`src/rtl/moore_arb_pkg.sv`:
```
// Shared definitions for the Moore round-robin arbiter: FSM state codes,
// default sizing constants and an elaboration-time clog2 helper.
package moore_arb_pkg;

    // Code 2'b11 is deliberately unused; the controller recovers from it to IDLE.
    typedef enum logic [1:0] {
        IDLE  = 2'b00,
        GRANT = 2'b01,
        GAP   = 2'b10
    } state_t;

    localparam int DEFAULT_N        = 4;
    localparam int DEFAULT_MAX_HOLD = 16;

    // Number of bits needed to index 'value' distinct items.
    function automatic int clog2(input int value);
        int result;
        result = 0;
        while ((1 << result) < value) begin
            result = result + 1;
        end
        return result;
    endfunction

endpackage

```
`src/rtl/moore_rr_arbiter_rr_pick.sv`:
```
// Rotate-priority picker: returns the first set request bit found scanning
// ptr+1, ptr+2, ... with wrap modulo N. Purely combinational.
module rr_pick
    import moore_arb_pkg::*;
#(
    parameter int N   = DEFAULT_N,
    parameter int IDW = clog2(DEFAULT_N)
) (
    input  logic [N-1:0]   req,
    input  logic [IDW-1:0] ptr,
    output logic           any,
    output logic [IDW-1:0] win
);

    // Scan from the farthest offset down to ptr+1 so the nearest set bit wins last.
    always_comb begin
        any = 1'b0;
        win = '0;
        for (int k = N; k >= 1; k--) begin
            automatic int idx = (int'(ptr) + k) % N;
            if (req[idx]) begin
                any = 1'b1;
                win = IDW'(idx);
            end
        end
    end

endmodule

```
`src/rtl/moore_rr_arbiter.sv`:
```
// Moore round-robin arbiter placed in front of a shared FSM core.
// All outputs come from registered state; req only steers the next state.
// Optional macro HOLD_TIMEOUT_EN bounds each grant to MAX_HOLD cycles and
// pulses timeout during the GAP cycle that follows a forced revocation.
module moore_rr_arbiter
    import moore_arb_pkg::*;
#(
    parameter int N        = DEFAULT_N,
    parameter int IDW      = clog2(DEFAULT_N),
    parameter int MAX_HOLD = DEFAULT_MAX_HOLD
) (
    input  logic           clk,
    input  logic           rst,
    input  logic [N-1:0]   req,
    output logic [N-1:0]   gnt,
    output logic [IDW-1:0] gnt_id,
    output logic           busy,
    output logic           timeout
);

    state_t         state_reg, state_next;
    logic [N-1:0]   gnt_reg, gnt_next;
    logic [IDW-1:0] gnt_id_reg, gnt_id_next;
    logic [IDW-1:0] ptr_reg, ptr_next;
    logic           pick_any;
    logic [IDW-1:0] pick_win;

`ifdef HOLD_TIMEOUT_EN
    logic [7:0]     hold_reg, hold_next;
    logic           timeout_reg, timeout_next;
`endif

    // One picker serves both the IDLE and GAP exits.
    rr_pick #(
        .N   (N),
        .IDW (IDW)
    ) u_pick (
        .req (req),
        .ptr (ptr_reg),
        .any (pick_any),
        .win (pick_win)
    );

    // State register; reset parks ptr on N-1 so requester 0 goes first.
    always_ff @(posedge clk or negedge rst) begin
        if (!rst) begin
            state_reg  <= IDLE;
            gnt_reg    <= '0;
            gnt_id_reg <= IDW'(N - 1);
            ptr_reg    <= IDW'(N - 1);
`ifdef HOLD_TIMEOUT_EN
            hold_reg    <= '0;
            timeout_reg <= 1'b0;
`endif
        end else begin
            state_reg  <= state_next;
            gnt_reg    <= gnt_next;
            gnt_id_reg <= gnt_id_next;
            ptr_reg    <= ptr_next;
`ifdef HOLD_TIMEOUT_EN
            hold_reg    <= hold_next;
            timeout_reg <= timeout_next;
`endif
        end
    end

    // Next-state logic: grant is latched on the transition edge, never decoded from req.
    always_comb begin
        state_next  = state_reg;
        gnt_next    = gnt_reg;
        gnt_id_next = gnt_id_reg;
        ptr_next    = ptr_reg;
`ifdef HOLD_TIMEOUT_EN
        hold_next    = hold_reg;
        timeout_next = 1'b0;
`endif
        case (state_reg)
            IDLE, GAP: begin
                gnt_next = '0;
                if (pick_any) begin
                    state_next  = GRANT;
                    gnt_id_next = pick_win;
                    gnt_next    = N'(1) << pick_win;
`ifdef HOLD_TIMEOUT_EN
                    hold_next   = '0;
`endif
                end else begin
                    state_next = IDLE;
                end
            end
            GRANT: begin
                // No preemption: only the owner releasing (or the hold limit) ends a grant.
                if (!req[gnt_id_reg]) begin
                    state_next = GAP;
                    gnt_next   = '0;
                    ptr_next   = gnt_id_reg;
`ifdef HOLD_TIMEOUT_EN
                end else if (hold_reg == 8'(MAX_HOLD - 1)) begin
                    state_next   = GAP;
                    gnt_next     = '0;
                    ptr_next     = gnt_id_reg;
                    timeout_next = 1'b1;
                end else begin
                    hold_next = hold_reg + 8'd1;
`endif
                end
            end
            default: begin
                state_next = IDLE;
                gnt_next   = '0;
            end
        endcase
    end

    assign gnt    = gnt_reg;
    assign gnt_id = gnt_id_reg;
    assign busy   = (state_reg == GRANT);

`ifdef HOLD_TIMEOUT_EN
    assign timeout = timeout_reg;
`else
    // Grants are unbounded here; MAX_HOLD is referenced only so the parameter stays used.
    assign timeout = (MAX_HOLD < 0);
`endif

endmodule

```
`config.mk`:
```
export PLATFORM = sky130hd
export DESIGN_NAME = moore_rr_arbiter
export DESIGN_NICKNAME = d
export VERILOG_FILES = /design/src/rtl/moore_arb_pkg.sv /design/src/rtl/moore_rr_arbiter_rr_pick.sv /design/src/rtl/moore_rr_arbiter.sv
export SDC_FILE = /design/constraint.sdc
export NUM_CORES = 1
export LEC_CHECK = 0
export ABC_CLOCK_PERIOD_IN_PS = 2700
export BUFFER_PORTS_ARGS = -buffer_cell sky130_fd_sc_hd__buf_2
export CORE_AREA = 2 2 39 41
export CTS_BUF_LIST = sky130_fd_sc_hd__clkbuf_16
export DETAILED_ROUTE_END_ITERATION = 10
export DIE_AREA = 0 0 41 43
export SLEW_MARGIN = 20
export SYNTH_ARGS = -nofsm -noshare
export SYNTH_HDL_FRONTEND = slang
export SYNTH_SLANG_ARGS = --single-unit
```
`constraint.sdc`:
```
create_clock -name clk -period 2.7 [get_ports clk]
set_clock_uncertainty 0.2 [all_clocks]
set_input_delay 0.405 -clock clk [delete_from_list [all_inputs] [get_ports clk]]
set_output_delay 0.405 -clock clk [all_outputs]
set_load 0.1 [all_outputs]
```
# After elaboration in Yosys (flattened, before gate mapping)
# Cells that the tools add are included.
totals:
  ff_bits: 10
  latchBits: 0
  ram_bits: 0
  romBits: 0
  in_bits: 6
  output_inout_bits: 8
  wordCells: 58
  mem_count: 0
op_classes:
  addsub: 4
  n_mul: 0
  div: 0
  order_cmp: 5
  eq_ne: 3
  n_shift: 1
  n_mux: 28
  n_bitwise: 5
  n_reduce_logical: 8
ops:
  columns: ["cell", "n"]
  rows:
  - ["3-bit by 4-bit less-than comparator with 1-bit output (second input constant)", 4]
  - ["1-bit two-way mux", 14]
  - ["1-bit binary-select mux with 2-bit select", 5]
  - ["2-bit two-way mux", 5]
  - ["2-bit OR reduction", 5]
  - ["4-bit two-way mux", 2]
  - ["4-bit case mux with 2 select lines", 1]
  - ["2-bit by 1-bit adder with 2-bit output (second input constant)", 2]
  - ["2-bit adder (second input constant)", 2]
  - ["1-bit AND (first input constant)", 4]
  - ["2-bit case mux with 2 select lines", 1]
  - ["2-bit AND reduction", 2]
  - ["1-bit by 2-bit left shift with 4-bit output (first input constant)", 1]
  - ["2-bit by 3-bit less-than comparator with 1-bit output (second input constant)", 1]
  - ["2-bit by 1-bit equality test with 1-bit output (second input constant)", 1]
  - ["2-bit equality test (second input constant)", 1]
  - ["2-bit zero test", 1]
  - ["2-bit != test (second input constant)", 1]
  - ["1-bit NOT", 1]

# Logic depth before layout (Yosys ltp)
# Gate-level depths: netlist of the first run.
depth:
  ltp_word: 13
  ltp_mapped: 4
  mapped_depth_nobuf: 4

# By module
# A second synthesis of the first run with hierarchy kept.
unflattened:
  cells_unflattened: 55
  hier_area_um2: 570.5
modules_own_cells:
  columns: ["mod", "n_inst", "cells_each", "area_each_um2", "seq_area_each_um2"]
  rows:
  - ["moore_rr_arbiter", 1, 41, 479.2, 255.2]
  - ["rr_pick", 1, 14, 91.3, 0.0]

# Least setup slack after synthesis of the first run
# No wires, ideal clock.
synth_timing:
  path_kind: "reg-to-reg"
  from: "reg state_reg[0]"
  to: "reg ptr_reg[1]"
  setup_ps: 85
  arrival_time_ps: 2474
  required_time_ps: 2415
  setup_slack_ps: -59
  stages_incl_launch_ff: 4
  n_path_buf: 0
  synth_period_minus_slack_ps: 2759
  path_cell_list: "dfrtp_1 -> nor2b_1 -> nor2b_4 -> mux2_1"
synth_between:
  elab_chain_len: 2
synth_lines:
  columns: ["element", "line_no", "source"]
  rows:
  - ["start: declaration", "moore_rr_arbiter.sv:21", "state_t state_reg, state_next;"]
  - ["start signal: assignment", "moore_rr_arbiter.sv:56", "state_reg <= state_next;"]
  - ["2-bit by 1-bit equality test with 1-bit output", null, null]
  - ["net busy", "moore_rr_arbiter.sv:17", "output logic busy,"]
  - ["2-bit AND reduction (no line)", null, null]
  - ["end signal: assignment", "moore_rr_arbiter.sv:50", "ptr_reg <= IDW'(N - 1);"]
  - ["end signal: assignment", "moore_rr_arbiter.sv:59", "ptr_reg <= ptr_next;"]
  - ["end: declaration", "moore_rr_arbiter.sv:24", "logic [IDW-1:0] ptr_reg, ptr_next;"]
# The timed path passes the listed nets, and every way through them passes these cells.
# A chain may end at the register's enable or synchronous reset.

# Final worst setup path of the first run
layout_timing:
  from: "reg state_reg[0]"
  to: "out busy"
layout_between:
  elab_chain_len: 1
layout_lines:
  columns: ["element", "line_no", "source"]
  rows:
  - ["2-bit by 1-bit equality test with 1-bit output", "moore_rr_arbiter.sv:117", "assign busy = (state_reg == GRANT);"]
  - ["end: declaration", "moore_rr_arbiter.sv:17", null]
# Every way passes these cells.

==> results.json, run 1 <==
{
  "status": "finished, final reports clean",
  "initial_core_util_pct": 36.2,
  "grt_start_max_net_pins": 11,
  "synth_warnings": 0,
  "grt_first_pass_wirelength_mm": 1.79,
  "clk_latency_ns": 0.24,
  "drt-pass1-iter-count": 3,
  "fp.dieArea_sq_um": 1760,
  "drc": 0,
  "synth_simple_gate_area_share_pct": 19.8,
  "min_path_type": "reg2reg",
  "overflow": 0,
  "syn_area_sq_um": 500,
  "ioPinCount": 14,
  "syn2layout_area_growth_pct": 32.7,
  "largest_reg_flops": 4,
  "ys_top_cells_by_area": "dfrtp_1, dfstp_2, o21ai_0",
  "setup-violations-final": 0,
  "io_buffers": 12,
  "hold_violations": 0,
  "cts_hold_buffers": 1,
  "core-area_sq_um": 1380,
  "synth_seq_cells": 10,
  "synth_top_cell_area_share_pct": 30.0,
  "fin_crit_ns": 1.85,
  "cts_tree": "done",
  "netlist_instances": 47,
  "start_kind": "flop",
  "dpl.hpwl_um": 812,
  "arrival_ns": 1.25,
  "fin_area_sq_um": 664,
  "syn_nets": 53,
  "vias": 379,
  "rows": 14,
  "synth_top_family_by_area": "simple AND/OR/NAND/NOR gates",
  "drive_above_1_share_pct": 38.1,
  "cts_max_path_buffers": 2,
  "synth.avg_cell_area_sq_um": 10.6,
  "fp.dieW_um": 41,
  "tns_ns": 0,
  "synth-async-reset-ratio_pct": 100,
  "rrSetupSlack_ns": 0.85,
  "synth-compound-area-share_pct": 17.3,
  "drt-initial-drc-count": 5,
  "synthXorXnorAreaFrac_pct": 0,
  "grt_pass1_vias": 390,
  "drv_cap": 0,
  "synth_edf_count": 0,
  "postCtsSetupBuffers": 0,
  "cp_max_fo": 3,
  "cts-root-buf": "clkbuf_16",
  "final_nets": 70,
  "wl_mm": 1.04,
  "yosysMostFrequentCell": "o21ai_0",
  "fin_crit_sh_pct": 68.7,
  "groute.usage.overall_pct": 15.3,
  "dominantRegCellSynth": "dfrtp_1",
  "synthTopCellsByCount": "o21ai_0, dfrtp_1, dfstp_2, nand2_1, nor2_1",
  "cts_resized": 0,
  "required_ns": 2.10,
  "ant_nets": 0,
  "critPathKind": "reg2out",
  "n_fill_cell": 133,
  "post_drt_wl_per_cell_um": 13.2,
  "yosysUniqueCellTypes": 22,
  "cts_htree_levels": 1,
  "yosys.area.top_type": "dfrtp_1",
  "max_freq_mhz": 539,
  "place_area_sq_um": 576,
  "gp_congestion": 0.769,
  "antenna_found_initial": 0,
  "rsz0062_at_grt": "no",
  "die-height_um": 43,
  "path_clk_slew_ns": 0.04,
  "yosysSeqAreaShare_pct": 51.0,
  "worst_setup_path_end_kind": "output port",
  "synth-adder-area-share_pct": 0,
  "cts_sinks": 10,
  "synthMuxAreaShare_pct": 9.00,
  "antenna_cells": 0,
  "cts_buffers": 3,
  "vias_per_cell": 4.80,
  "slew_viol_final": 0
}
==> cells by family (layout without fill, tap and decap cells) <==
logic type,count (synthesis),after routing
AND/OR/NAND/NOR,17,17
multiplexers,3,3
flip-flops,10,10
other,1,1
buffers and inverters,2,18
AO/OA/AOI/OAI,14,14
==> metrics by stage <==
| step | hold WS [ns] | instances | setup WS [ns] | utilization (%) |
|---|---|---|---|---|
| 2_1_floorplan | -0.0906 | 47 | 0.485 | - |
| 3_3_place_gp | 0.0729 | 74 | 0.871 | 41.6 |
| 3_5_place_dp | 0.0753 | 74 | 0.847 | 41.6 |
| 4_1_cts | 0.278 | 79 | 0.840 | 48.0 |
| 5_1_grt | 0.296 | 79 | 0.799 | 48.0 |
| 6_report | 0.274 | 79 | 0.846 | 48.0 |
==> layout make-up <==
class                           instances  area [sq um]  share of cell area, %
Sequential cell                        10           255                   38.4
Multi-Input combinational cell         35           236                   35.6
Clock buffer                            3          75.1                   11.3
Timing Repair Buffer                   13          70.1                   10.5
Tap cell                               16          20.0                   3.01
Clock inverter                          1          3.75                  0.565
Inverter                                1          3.75                  0.565
==> critical path, stage by stage, from the launching register on <==
cell	delay [ns]
dfrtp_1	0.35
nor2b_2	0.21
buf_2	0.45
==> worst paths after layout <==
kind	from	endpoint	cells after the start
max in group asynchronous	rst	gnt_id[1]$_DFFE_PN1P_	2
hold reg to reg	gnt[2]$_DFFE_PN0P_	gnt[2]$_DFFE_PN0P_	2
setup / recovery	state_reg[0]$_DFFE_PN0P_	busy	2
hold / removal	gnt[2]$_DFFE_PN0P_	gnt[2]$_DFFE_PN0P_	2
min in group asynchronous	rst	state_reg[0]$_DFFE_PN0P_	2
setup reg to reg	gnt_id[1]$_DFFE_PN1P_	ptr_reg[0]$_DFFE_PN1P_	3
==> metal layers <==
layer | GRT usage [%] | wire length (um) | vias to the layer above | part of all wire [%]
li1 | - | - | 197 | -
met1 | 19.3 | 459 | 173 | 44
met2 | 23.1 | 524 | 9 | 50
met3 | 8.38 | 59 | 0 | 5.7
met4 | 2.00 | 0 | 0 | 0
met5 | 0 | 0 | - | 0
==> placed cells by master, fill, tap and decap left out <==
master / synthesis / routed
clkbuf_16: 0 / 3
dfstp_2: 4 / 4
a21o_1: 1 / 1
buf_2: 0 / 12
o21ai_0: 8 / 8
inv_1: 1 / 2
o22ai_1: 1 / 1
nor2_1: 4 / 4
nor2b_1: 3 / 2
dlygate4sd3_1: 0 / 1
nor2b_4: 1 / 1
mux2_1: 2 / 2
nor2b_2: 0 / 1
a21oi_2: 1 / 1
o311a_1: 1 / 1
or2_1: 1 / 1
or3b_1: 1 / 1
nand2b_1: 2 / 2
conb_1: 1 / 1
o311ai_0: 1 / 1
mux4_2: 1 / 1
a21oi_1: 1 / 1
and2_4: 1 / 1
nand2_1: 4 / 4
dfrtp_1: 6 / 6
Power of run 1 is not shown: default switching activity piles up to over one toggle a cycle in this logic, so the estimate is an artifact.
==> run 2, diff against run 1 <==
- ABC_AREA: default -> 1
- ABC_CLOCK_PERIOD_IN_PS: 2700 -> 1900
- CORE_AREA: 2 2 39 41 -> default
- CORE_MARGIN: default -> 2
- CORE_UTILIZATION: default -> 50
- DIE_AREA: 0 0 41 43 -> default
- PLACE_DENSITY: default -> 0.74
- clock period: 2.7 -> 1.9 ns (I/O delays scaled with it)
==> run 2 against run 1 <==
- synthesized cell count rose by 110%
- final cell count is 67% higher
- wire length increased by 46%
- setup slack worse by 0.75 ns
- first-iteration DRC count rose to 2.6 times the previous value
- non-clock buffer count grew 2
- count of clock-buffer cells in the layout is the same
- largest cell class is now multi-input gates
==> results.json, run 2 <==
{
  "synth.avg_cell_area_sq_um": 6.89,
  "fin_crit_ns": 1.80,
  "largest_reg_flops": 4,
  "clk_latency_ns": 0.24,
  "io_buffers": 12,
  "wl_mm": 1.53,
  "grt_pass1_vias": 563,
  "drt-initial-drc-count": 13,
  "r2r-start": "ptr_reg[0]$_DFFE_PN1P_",
  "yosysMostFrequentCell": "nand2_1",
  "yosysSeqAreaShare_pct": 37.0,
  "cts_max_path_buffers": 2,
  "final_common_cell": "nand2_1",
  "slew_viol_final": 0,
  "tns_ns": 0,
  "r2r_cells": 12,
  "holdWs_ns": 0.232,
  "synth_seq_cells": 10,
  "vias_per_cell": 5.02,
  "dominantRegCellSynth": "dfrtp_1",
  "yosys.area.top_type": "dfrtp_1",
  "overflow": 0,
  "antenna_found_initial": 0,
  "synthTopCellsByCount": "nand2_1, inv_1, nand2_2",
  "grt_first_pass_wirelength_mm": 2.44,
  "synth_warnings": 0,
  "crit_family": "buffers and inverters",
  "max_freq_mhz": 554,
  "grt_start_max_net_pins": 11,
  "cts_htree_levels": 1,
  "core-area_sq_um": 1300,
  "rrSetupSlack_ns": 0.17,
  "required_ns": 1.41,
  "ioPinCount": 14,
  "syn_nets": 106,
  "final_cell_mix": "nand2_1, inv_1, buf_2",
  "cts_buffers": 3,
  "cp_slowest_cell": "buf_2",
  "critPathKind": "reg2out",
  "vias": 663,
  "antenna_cells": 0,
  "cp_max_fo": 4,
  "gp_congestion": 0.786,
  "fp.dieW_um": 41.1,
  "start_kind": "flop",
  "setup-violations-final": 0,
  "final_nets": 124,
  "die-height_um": 41.1,
  "rsz0062_at_grt": "no",
  "status": "finished, final reports clean",
  "drv_cap": 0,
  "min_path_type": "in2async",
  "cts_tree": "done",
  "worst_setup_path_end_kind": "output port",
  "rows": 13,
  "fp.dieArea_sq_um": 1690,
  "dpl.hpwl_mm": 1.11,
  "groute.usage.overall_pct": 23.5,
  "netlist_instances": 100,
  "drive_above_1_share_pct": 30.8,
  "fin_crit_sh_pct": 94.9,
  "hold_violations": 0,
  "syn_area_sq_um": 689,
  "drc": 0,
  "path_clk_slew_ns": 0.04,
  "post_drt_wl_per_cell_um": 11.6,
  "ant_nets": 0,
  "cts-root-buf": "clkbuf_16",
  "initial_core_util_pct": 53.0,
  "cp_cell_sequence": "inv_1, nor2_4, buf_2",
  "cts_sinks": 10,
  "arrival_ns": 1.32,
  "drt-pass1-iter-count": 5,
  "synth-async-reset-ratio_pct": 100,
  "max_stage_delay_ns": 0.44,
  "crit_buf_inv": 2,
  "r2r_end": "gnt[3]$_DFFE_PN0P_",
  "synth_top_cell_area_share_pct": 21.8,
  "ys_top_cells_by_area": "dfrtp_1, nand2_1, dfstp_2",
  "yosysUniqueCellTypes": 21,
  "syn2layout_area_growth_pct": 26.3,
  "synth_edf_count": 0
}
==> run 2: worst max path at each step <==
stage,slack [ns],end,cells after the start,start
6_report,0.1,busy,3,state_reg[0]$_DFFE_PN0P_
3_5_place_dp,0.13,gnt[3]$_DFFE_PN0P_,11,ptr_reg[0]$_DFFE_PN1P_
4_1_cts,0.12,gnt[3]$_DFFE_PN0P_,11,ptr_reg[0]$_DFFE_PN1P_
3_3_place_gp,0.17,gnt[3]$_DFFE_PN0P_,11,ptr_reg[0]$_DFFE_PN1P_
5_1_grt,0.01,gnt[3]$_DFFE_PN0P_,12,ptr_reg[0]$_DFFE_PN1P_
2_1_floorplan,0.03,state_reg[0]$_DFFE_PN0P_,6,gnt_id[1]$_DFFE_PN1P_
==> run 2: stage by stage <==
step                      worst slack [ns]  utilization [%]  instances  cell area [sq um]
after floorplan                     0.0273                -        100                697
after global placement               0.170             58.2        125                757
after detailed placement             0.130             58.2        125                757
after CTS                            0.123             65.0        130                846
after global routing                0.0122             66.9        132                871
final                               0.0961             66.9        132                871
==> run 2: area by class of cell <==
| type | instances | area (sq um) |
|---|---|---|
| repair buffers | 15 | 95.1 |
| well taps | 15 | 18.8 |
| flip-flops and latches | 10 | 255 |
| multi-input cells | 74 | 363 |
| inverters | 14 | 60.1 |
| clock buffers | 3 | 75.1 |
| fillers | 120 | 430 |
| clock inverters | 1 | 3.75 |
==> run 2: cell families after synthesis <==
| kind of cell | Yosys count | share of synthesized area (%) |
|---|---|---|
| compound gates | 12 | 10.9 |
| buf+inv | 16 | 11.4 |
| flops | 10 | 37.0 |
| other cells | 1 | 0.544 |
| simple gates | 61 | 40.1 |
==> run 2: what timing repair did <==
item                                   CTS  global route
buffers inserted                         0             2
resized for setup                        0             0
hold buffers                             1             0
setup endpoints to repair                0             2
endpoints found under the hold margin   10             0
==> run 2: routing by layer <==
layer / track usage (%) / up-vias / routed length (um)
li1: - / 339 / -
met1: 29.2 / 294 / 662
met3: 4.89 / 7 / 81
met4: 16.9 / 0 / 61
met2: 35.5 / 23 / 720
met5: 0 / - / 0
Power of run 2 is left out for the same reason.
==> run 3, diff against run 2 <==
- ABC_AREA: 1 -> 0
- CORE_AREA: default -> 2 2 39 41
- CORE_MARGIN: 2 -> default
- CORE_UTILIZATION: 50 -> default
- CTS_BUF_LIST: sky130_fd_sc_hd__clkbuf_16 -> sky130_fd_sc_hd__clkbuf_8 sky130_fd_sc_hd__clkbuf_16
- DIE_AREA: default -> 0 0 41 43
- GPL_ROUTABILITY_DRIVEN: default -> 0
- PLACE_DENSITY: 0.74 -> default
==> run 3 against run 2 <==
- the run now ends with negative setup slack left
- sequential share of layout area rose by 8.4 points
- via count is 37% lower
- first-iteration DRC count shrank 54%
- core utilization down 17 points
- final cell count down 39%
- hold slack worse by 0.00090 ns
- largest cell class is now sequential cells
- fmax decreased by 6.0%
- register-to-register slack worse by 0.19 ns
- highest routed layer unchanged
==> results.json, run 3 (synthesis gave the netlist of run 1 again) <==
{
  "status": "complete, but fails checks",
  "violations": "negative setup slack",
  "cts_resized": 0,
  "cp_slowest_cell": "dfstp_4",
  "drt-initial-drc-count": 6,
  "antenna_found_initial": 0,
  "r2r_end": "ptr_reg[0]$_DFFE_PN1P_",
  "rows": 14,
  "r2r_cells": 3,
  "crit_buf_inv": 0,
  "ant_nets": 0,
  "arrival_ns": 1.88,
  "final_cell_mix": "buf_2, dfrtp_1",
  "worst_setup_path_end_kind": "flop",
  "dpl.hpwl_um": 791,
  "setup-violations-final": 2,
  "groute.usage.overall_pct": 15.0,
  "cts_htree_levels": 1,
  "initial_core_util_pct": 36.2,
  "final_nets": 72,
  "fin_crit_ns": 1.92,
  "cp_max_fo": 3,
  "largest_reg_flops": 4,
  "post_drt_wl_per_cell_um": 12.9,
  "fp.dieW_um": 41,
  "rrSetupSlack_ns": -0.02,
  "die-height_um": 43,
  "r2r-start": "gnt_id[1]$_DFFE_PN1P_",
  "hold_violations": 0,
  "vias_per_cell": 5.12,
  "drv_cap": 0,
  "cts-root-buf": "clkbuf_8",
  "min_path_type": "in2async",
  "fin_crit_sh_pct": 101,
  "grt_start_max_net_pins": 11,
  "wl_mm": 1.05,
  "core-area_sq_um": 1380,
  "cp_cell_sequence": "mux4_2, nor2b_4, mux2_4",
  "cts_max_path_buffers": 2,
  "cts_buffers": 3,
  "critPathKind": "reg2reg",
  "start_kind": "flop",
  "required_ns": 1.86,
  "crit_start": "gnt_id[1]$_DFFE_PN1P_",
  "max_stage_delay_ns": 0.62,
  "vias": 415,
  "worst_slack_ns": -0.0191,
  "crit_family": "multiplexers",
  "tns_ns": -0.0376,
  "ioPinCount": 14,
  "n_fill_cell": 138,
  "max_freq_mhz": 521,
  "antenna_cells": 0,
  "path_clk_slew_ns": 0.05,
  "drc": 0,
  "cp_num_cells": 3,
  "grt_pass1_vias": 376,
  "clk_latency_ns": 0.24,
  "drive_above_1_share_pct": 44.6,
  "slew_viol_final": 0,
  "rsz0062_at_grt": "yes",
  "grt_first_pass_wirelength_mm": 1.70,
  "syn2layout_area_growth_pct": 37.3,
  "overflow": 0,
  "cts_tree": "done",
  "final_common_cell": "buf_2",
  "cts_sinks": 10,
  "fp.dieArea_sq_um": 1760,
  "io_buffers": 12,
  "drt-pass1-iter-count": 3
}
-- run 3: cell count changes in the layout (fill, tap and decap cells not counted), moves of 4 or more --
cell,change
nand2_1,-35
inv_1,-12
nand2_2,-8
nand3_1,-5
clkbuf_8,+4
-- run 3: through the flow --
step	hold slack (ns)	cells	cell area [sq um]	setup WS, ns	util, %
2_1_floorplan	-0.211	47	519	-0.202	-
3_3_place_gp	-0.0500	75	614	0.0291	44.4
3_5_place_dp	-0.0465	75	614	0.00445	44.4
4_1_cts	0.237	80	679	-0.0190	49.1
5_1_grt	0.252	81	687	-0.0526	49.6
6_report	0.231	81	687	-0.0191	49.6
-- run 3: timing repair --
| action | in CTS | in global routing |
|---|---|---|
| endpoints found under the hold margin | 10 | 0 |
| setup endpoints to repair | 2 | 2 |
| setup buffers | 0 | 1 |
| hold buffers | 1 | 0 |
-- run 3: area by class of cell --
class / count / area (sq um) / share of cell area, %
sequential: 10 / 259 / 37.7
multi-input combinational: 35 / 249 / 36.2
timing repair buffer: 15 / 100 / 14.6
clock buffer: 4 / 55.1 / 8.01
tap: 16 / 20.0 / 2.91
inverter: 1 / 3.75 / 0.546
-- run 3: metal layers --
layer,track usage (%),vias to the layer above,part of all wire [%]
met5,0,-,0
met4,8.00,0,2.4
met3,6.81,4,4.6
met1,20.7,196,48
li1,-,203,-
met2,19.1,12,45
-- run 3: how the worst max path moves through the flow --
stage / end / slack (ns)
floorplan: ptr_reg[0]$_DFFE_PN1P_ / -0.20
global placement: ptr_reg[1]$_DFFE_PN1P_ / 0.03
detailed placement: ptr_reg[1]$_DFFE_PN1P_ / 0.004
CTS: ptr_reg[0]$_DFFE_PN1P_ / -0.02
global route: ptr_reg[1]$_DFFE_PN1P_ / -0.05
finish: ptr_reg[0]$_DFFE_PN1P_ / -0.02
Power of run 3 is left out for the same reason.
